[src/rtl/demux_stream_n_pkg.sv]
// Shared datapath constants and helpers for the stream demultiplexer.
package demux_stream_n_pkg;

  localparam int DEFAULT_WIDTH   = 32;
  localparam int DEFAULT_NUM_OUT = 4;

  // True when a select value addresses an existing channel.
  function automatic logic sel_in_range(input int sel, input int num_out);
    return (sel >= 0) && (sel < num_out);
  endfunction

endpackage

[src/rtl/demux_slot.sv]
// One-entry holding register with valid/ready handshake for a single output channel.
module demux_slot #(
  parameter int WIDTH     = 32,
  parameter int ZERO_IDLE = 1
) (
  input  logic             clk,
  input  logic             rst_n,
  input  logic             load,
  input  logic [WIDTH-1:0] d,
  input  logic             ready,
  output logic             valid,
  output logic [WIDTH-1:0] q,
  output logic             free
);

  logic [WIDTH-1:0] data;

  // Load has priority over drain, so a word arriving while the old one leaves keeps the slot full.
  always_ff @(posedge clk) begin
    if (!rst_n) begin
      valid <= 1'b0;
      data  <= '0;
    end else if (load) begin
      valid <= 1'b1;
      data  <= d;
    end else if (valid && ready) begin
      valid <= 1'b0;
    end
  end

  assign free = !valid || ready;
  assign q    = ((ZERO_IDLE != 0) && !valid) ? '0 : data;

endmodule

[src/rtl/demux_stream_n.sv]
// Routes one valid/ready word stream to one of NUM_OUT channels or broadcasts it to all.
module demux_stream_n
  import demux_stream_n_pkg::*;
#(
  parameter int  WIDTH     = DEFAULT_WIDTH,
  parameter int  NUM_OUT   = DEFAULT_NUM_OUT,
  parameter int  ZERO_IDLE = 1,
  localparam int SEL_W     = $clog2(NUM_OUT)
) (
  input  logic                     clk,
  input  logic                     rst_n,
  input  logic                     in_valid,
  output logic                     in_ready,
  input  logic [WIDTH-1:0]         in_data,
  input  logic [SEL_W-1:0]         in_sel,
  input  logic                     in_bcast,
  output logic [NUM_OUT-1:0]       out_valid,
  input  logic [NUM_OUT-1:0]       out_ready,
  output logic [NUM_OUT*WIDTH-1:0] out_data,
  output logic                     sel_err,
  output logic                     busy
);

  logic [NUM_OUT-1:0] free;
  logic [NUM_OUT-1:0] sel_hit;
  logic [NUM_OUT-1:0] load;
  logic               sel_valid;
  logic               accept;

  // Decode the target channel and decide whether the addressed channel(s) can take a word now.
  always_comb begin
    sel_hit   = '0;
    sel_valid = sel_in_range(int'(in_sel), NUM_OUT);
    for (int i = 0; i < NUM_OUT; i++) begin
      sel_hit[i] = (int'(in_sel) == i);
    end
    if (in_bcast) begin
      in_ready = &free;
    end else if (sel_valid) begin
      in_ready = |(sel_hit & free);
    end else begin
      in_ready = 1'b1;
    end
  end

  assign accept = in_valid && in_ready && rst_n;
  assign load   = accept ? (in_bcast ? {NUM_OUT{1'b1}} : sel_hit) : '0;
  assign busy   = |out_valid;

  // Flag, one cycle late, a word that was swallowed because it addressed a missing channel.
  always_ff @(posedge clk) begin
    if (!rst_n) begin
      sel_err <= 1'b0;
    end else begin
      sel_err <= accept && !in_bcast && !sel_valid;
    end
  end

  for (genvar g = 0; g < NUM_OUT; g++) begin : g_slot
    demux_slot #(
      .WIDTH     (WIDTH),
      .ZERO_IDLE (ZERO_IDLE)
    ) u_slot (
      .clk   (clk),
      .rst_n (rst_n),
      .load  (load[g]),
      .d     (in_data),
      .ready (out_ready[g]),
      .valid (out_valid[g]),
      .q     (out_data[g*WIDTH +: WIDTH]),
      .free  (free[g])
    );
  end

endmodule
[config.mk]
export PLATFORM = sky130hd
export DESIGN_NAME = demux_stream_n
export DESIGN_NICKNAME = d
export VERILOG_FILES = /design/src/rtl/demux_stream_n_pkg.sv /design/src/rtl/demux_slot.sv /design/src/rtl/demux_stream_n.sv
export SDC_FILE = /design/constraint.sdc
export NUM_CORES = 1
export LEC_CHECK = 0
export ABC_AREA = 1
export CORE_ASPECT_RATIO = 1.1
export CORE_MARGIN = 4
export CORE_UTILIZATION = 51
export DETAILED_ROUTE_END_ITERATION = 8
export GPL_TIMING_DRIVEN = 0
export PLACE_DENSITY = 0.81
export SYNTH_ARGS = -nofsm -noshare
export SYNTH_HDL_FRONTEND = slang
export SYNTH_SLANG_ARGS = --single-unit
[constraint.sdc]
create_clock -name clk -period 1.6 [get_ports clk]
set_input_delay 0.24 -clock clk [delete_from_list [all_inputs] [get_ports clk]]
set_output_delay 0.24 -clock clk [all_outputs]
set_load 0.02 [all_outputs]
# Word-level counts from Yosys, hierarchy flattened

Cells that the tools add are included.

Eq/ne operators: 3
Muxes and demuxes: 15
Bitwise operators: 1
Reduce and logical (&&, ||, !) cells: 22

Operators with widths:

| cell               | count |
|---|---|
| $mux 32            | 4 |
| $mux 1             | 9 |
| $mux 4             | 2 |
| $reduce_bool 2->1  | 4 |
| $reduce_or 4->1    | 2 |
| $logic_and 1x1->1  | 6 |
| $and 4x4->4        | 1 |
| $eq 2x2->1 const B | 2 |
| $logic_not 1->1    | 4 |
| $logic_or 1x1->1   | 4 |
| $reduce_and 4->1   | 1 |
| $eq 2x1->1 const B | 1 |
| $logic_not 2->1    | 1 |

Register bits: 132
Input port bits: 42
Output and inout bits: 135
Word-level logic and storage cells: 49

# Logic depth before layout (Yosys ltp)

Depth in word-level cells: 9
Gate-level depth with buffers: 11
Gate-level depth less buffers: 10

# Hierarchy

Synthesis repeated with hierarchy kept, for this count alone.

Cell total of the unflattened synthesis: 874
Area, all modules: 5821.8 sq um

By module, submodules not included:

| module         | times used | cells an instance | area an instance (sq um) |
|---|---|---|---|
| demux_slot     | 4          | 211               | 1416.4 |
| demux_stream_n | 1          | 30                | 156.4 |

# Least setup slack after synthesis

OpenSTA, ideal clock, no wires.

Path type: reg-to-reg
Start: register g_slot[3].u_slot.valid
End: register g_slot[3].u_slot.data[19]
Library setup time: 0.110 ns
Data arrival time: 1.343 ns
Setup slack: 0.148 ns
Stages on the path, launching flop included: 12
Cell sequence: dfxtp_1 > buf_2 > nand2_1 > nand2_1 > o21ai_1 > nand2_1 > nand2_4 > buf_4 > buf_4 > nand4_1 > nand2_1 > nor2_1

Word-level cells in the longest chain between the ends: 8
Elaborated cells on any way between the ends: 9

RTL lines:

| item                             | line                 | text |
|---|---|---|
| start, declared                  | demux_slot.sv:11     | `output logic valid,` |
| start signal, assigned           | demux_slot.sv:21     | `valid <= 1'b0;` |
| start signal, assigned           | demux_slot.sv:24     | `valid <= 1'b1;` |
| start signal, assigned           | demux_slot.sv:27     | `valid <= 1'b0;` |
| $logic_not 1->1 *                | demux_slot.sv:31     | `assign free = !valid \|\| ready;` |
| $logic_or 1x1->1 *               | demux_slot.sv:31     |  |
| $and 4x4->4                      | demux_stream_n.sv:40 | `in_ready = \|(sel_hit & free);` |
| $reduce_or 4->1                  | demux_stream_n.sv:40 |  |
| $mux 1 *                         | demux_stream_n.sv:37 | `if (in_bcast) begin` |
| $logic_and 1x1->1 * (2 in a row) | demux_stream_n.sv:46 | `assign accept = in_valid && in_ready && rst_n;` |
| $mux 4 *                         | demux_stream_n.sv:47 | `assign load = accept ? (in_bcast ? {NUM_OUT{1'b1}} : sel_hit) : '0;` |
| end signal, assigned             | demux_slot.sv:22     | `data <= '0;` |
| end signal, assigned             | demux_slot.sv:25     | `data <= d;` |
| end, declared                    | demux_slot.sv:16     | `logic [WIDTH-1:0] data;` |

Mark *: on every way between the ends. The rest lies on a longest branch, timed or not.
A chain may end at the register's enable or synchronous reset.

# Worst setup path after layout

Start: register g_slot[2].u_slot.valid
End: register g_slot[2].u_slot.data[31]

Word-level cells in the longest chain between the ends: 8
Elaborated cells on any way between the ends: 9

RTL lines:

| item                             | line |
|---|---|
| start, declared                  | demux_slot.sv:11 |
| start signal, assigned           | demux_slot.sv:21 |
| start signal, assigned           | demux_slot.sv:24 |
| start signal, assigned           | demux_slot.sv:27 |
| $logic_not 1->1 *                | demux_slot.sv:31 |
| $logic_or 1x1->1 *               | demux_slot.sv:31 |
| $and 4x4->4                      | demux_stream_n.sv:40 |
| $reduce_or 4->1                  | demux_stream_n.sv:40 |
| $mux 1 *                         | demux_stream_n.sv:37 |
| $logic_and 1x1->1 * (2 in a row) | demux_stream_n.sv:46 |
| $mux 4 *                         | demux_stream_n.sv:47 |
| end signal, assigned             | demux_slot.sv:22 |
| end signal, assigned             | demux_slot.sv:25 |
| end, declared                    | demux_slot.sv:16 |

Marked as above.

==> out/results.tsv <==
metric	value	unit
outcome	finished, violations left	
violations	setup timing	
grt.overflow.total	0	
synth-simple-area-share	0.375	
rows	46	
crit_path_end_kind	register	
start_util	0.523	
min_path_type	reg2reg	
final-hold-violation-count	0	
slew_viol_final	0	
drive_gt1_frac	0.370	
dpl_cell_area	9580	µm²
nets	1609	
worst_pin_slew	0.711	ns
grt_max_degree	17	
startpoint	g_slot[2].u_slot.valid	
max_freq	0.471	GHz
grt_pass1_vias	8383	
final_util	0.848	
synth_cell_type_count	18	
synth_top_area_frac	0.348	
synth_compound_area_frac	0.00528	
grt_usage	0.314	
totalWireLength	37.1	mm
synth_commonest_cells	425 x inv_1, 396 x nand2_1, 132 x dfxtp_1, 128 x nand4_1, 128 x nor2_1	
dr.pass1.iters	7	
gp_routability_congestion	0.892	
cp_max_fo	8	
core_region_area	14500	µm²
path_clk_slew	0.07	ns
synth_fa_ha_area_frac	0	
antenna_found_initial	0	
die_y	136	µm
power_density	878	nW/µm²
timing.hold.ws	0.514	ns
ys_seq_elements	132	
synth_nets	1358	
worstSkewPairLatency	0.46	ns
vias	10300	
syn_area_per_cell	5.77	µm²
critPathKind	reg2reg	
cap_violations	0	
drt_iter0_markers	1835	
stdcell_area	12300	µm²
synthFlopType	dfxtp_1	
yosys.area.top_type	dfxtp_1	
p_total	10.8	mW
ys_top_cells_by_area	dfxtp_1 35%, inv_1 21%, nand2_1 20%	
numClockSinks	132	
dieArea	16900	µm²
cp.required	1.99	ns
syn_to_final_growth	62.0	%
ys_seq_area_frac	0.348	
grt_pass1_wl	42.4	mm
synthMostInstantiatedCell	inv_1	
dp_hpwl	16.4	mm
synth-xor-area-share	0	
worst_slack	-0.522	ns
final-setup-viol-count	242	
die_w	124	µm
wl_per_cell	20.9	µm
p_leak	7.37	nW
pre_cts_ws	-0.787	ns
n_antenna_cell	0	
fin_setup_tns	-50.23	ns
syn-cell-area	7590	µm²
synth_edf_count	0	
io-pin-count	177	
clockBufferDepth	2	
portBuffers	175	
timing.rr.start	g_slot[2].u_slot.valid	
drtAntennaViolNets	0	
dpl.cell_count	1683	
htreeDepth	4	
worstHoldStart	g_slot[1].u_slot.data[23]	
cts_made_buffers	17	
cp-start-kind	register	
rsz0062_at_grt	yes	
synth_top_family_by_area	simple AND/OR/NAND/NOR gates	
finalNonFillerCells	1772	
maxSlewHeadroom	0.526	
hold_buffers	0	
ys_warn_count	0	
clock_skew	0.0177	ns
muxShareOfSynthArea	0	
viasPerCell	5.82	
cts_tree	done	
route.detailed.drc	0	
peakVddDrop	994	µV
period_needed	2.12	ns
async_flop_share	0	
syn_inst	1316	
cts-root-buf	clkbuf_16	
cp_data_arrival_time	2.51	ns
fin_crit_sh	1.33	
==> critical path: stages (launching register included) <==
cell and delay [ns]:
dfxtp_2 0.34, buf_6 0.14, nand2_4 0.07, nand2_2 0.06, o21ai_2 0.18, nand2_2 0.10
nand2_4 0.10, buf_12 0.15, buf_12 0.11, nand3_4 0.20, nand2_1 0.32, inv_1 0.13
nor2_1 0.15
==> final timing paths <==
kind                               end  slack (ns)  depth (start not counted)
min reg2reg  g_slot[1].u_slot.data[23]        0.51                          4
min          g_slot[1].u_slot.data[23]        0.51                          4
max reg2reg  g_slot[2].u_slot.data[31]       -0.52                         12
max          g_slot[2].u_slot.data[31]       -0.52                         12
==> per-layer routing <==
metal	vias to the layer above	track usage	routed length [µm]
li1	4262	-	-
met5	-	0	0
met3	393	0.0806	5020
met1	4585	0.369	12300
met2	1066	0.510	16000
met4	0	0.208	3730
==> power by group <==
| part | switching, mW | internal, mW | leakage [nW] | total, mW |
|---|---|---|---|---|
| clock network | 1.62 | 3.04 | 0.334 | 4.66 |
| registers | 0.169 | 3.48 | 1.08 | 3.65 |
| logic | 1.47 | 1.02 | 5.95 | 2.49 |
==> logic make-up after synthesis <==
kind of cell,after synthesis
buffers and inverters,513
and+or+nand+nor,662
AOI/OAI and AO/OA,8
other,1
DFF,132
==> sequential cells by signal, summed over array words and instances (netlist names) <==
register / flops
g_slot.u_slot.valid: 4
g_slot.u_slot.data: 128
==> layout by cell type (no fill, tap or decap), drive strengths merged, types with 8 or more instances in the layout <==
master         Yosys  layout
inv              425     425
dfxtp            132     132
nand2            397     397
nand3              8       8
nor2             128     128
clkbuf            27      52
clkdlybuf4s50      0      39
nand4            128     128
buf               60     235
clkdlybuf4s15      0      10
==> timing repair <==
action                                 CTS  global route
endpoints found under the hold margin    0             0
setup buffers                           18            23
gates cloned                            16            11
pin swaps                               24           111
setup endpoints to repair              262           263
resized for setup                      680           535
==> area by class of cell <==
| cell class | count | area, µm² |
|---|---|---|
| Buffer | 79 | 698 |
| Clock buffer | 22 | 474 |
| Clock inverter | 10 | 200 |
| Fill cell | 755 | 2210 |
| Inverter | 426 | 1600 |
| Multi-Input combinational cell | 671 | 3760 |
| Sequential cell | 132 | 2650 |
| Tap cell | 192 | 240 |
| Timing Repair Buffer | 240 | 2670 |
Note: power is estimated with default switching activity, not from simulation.
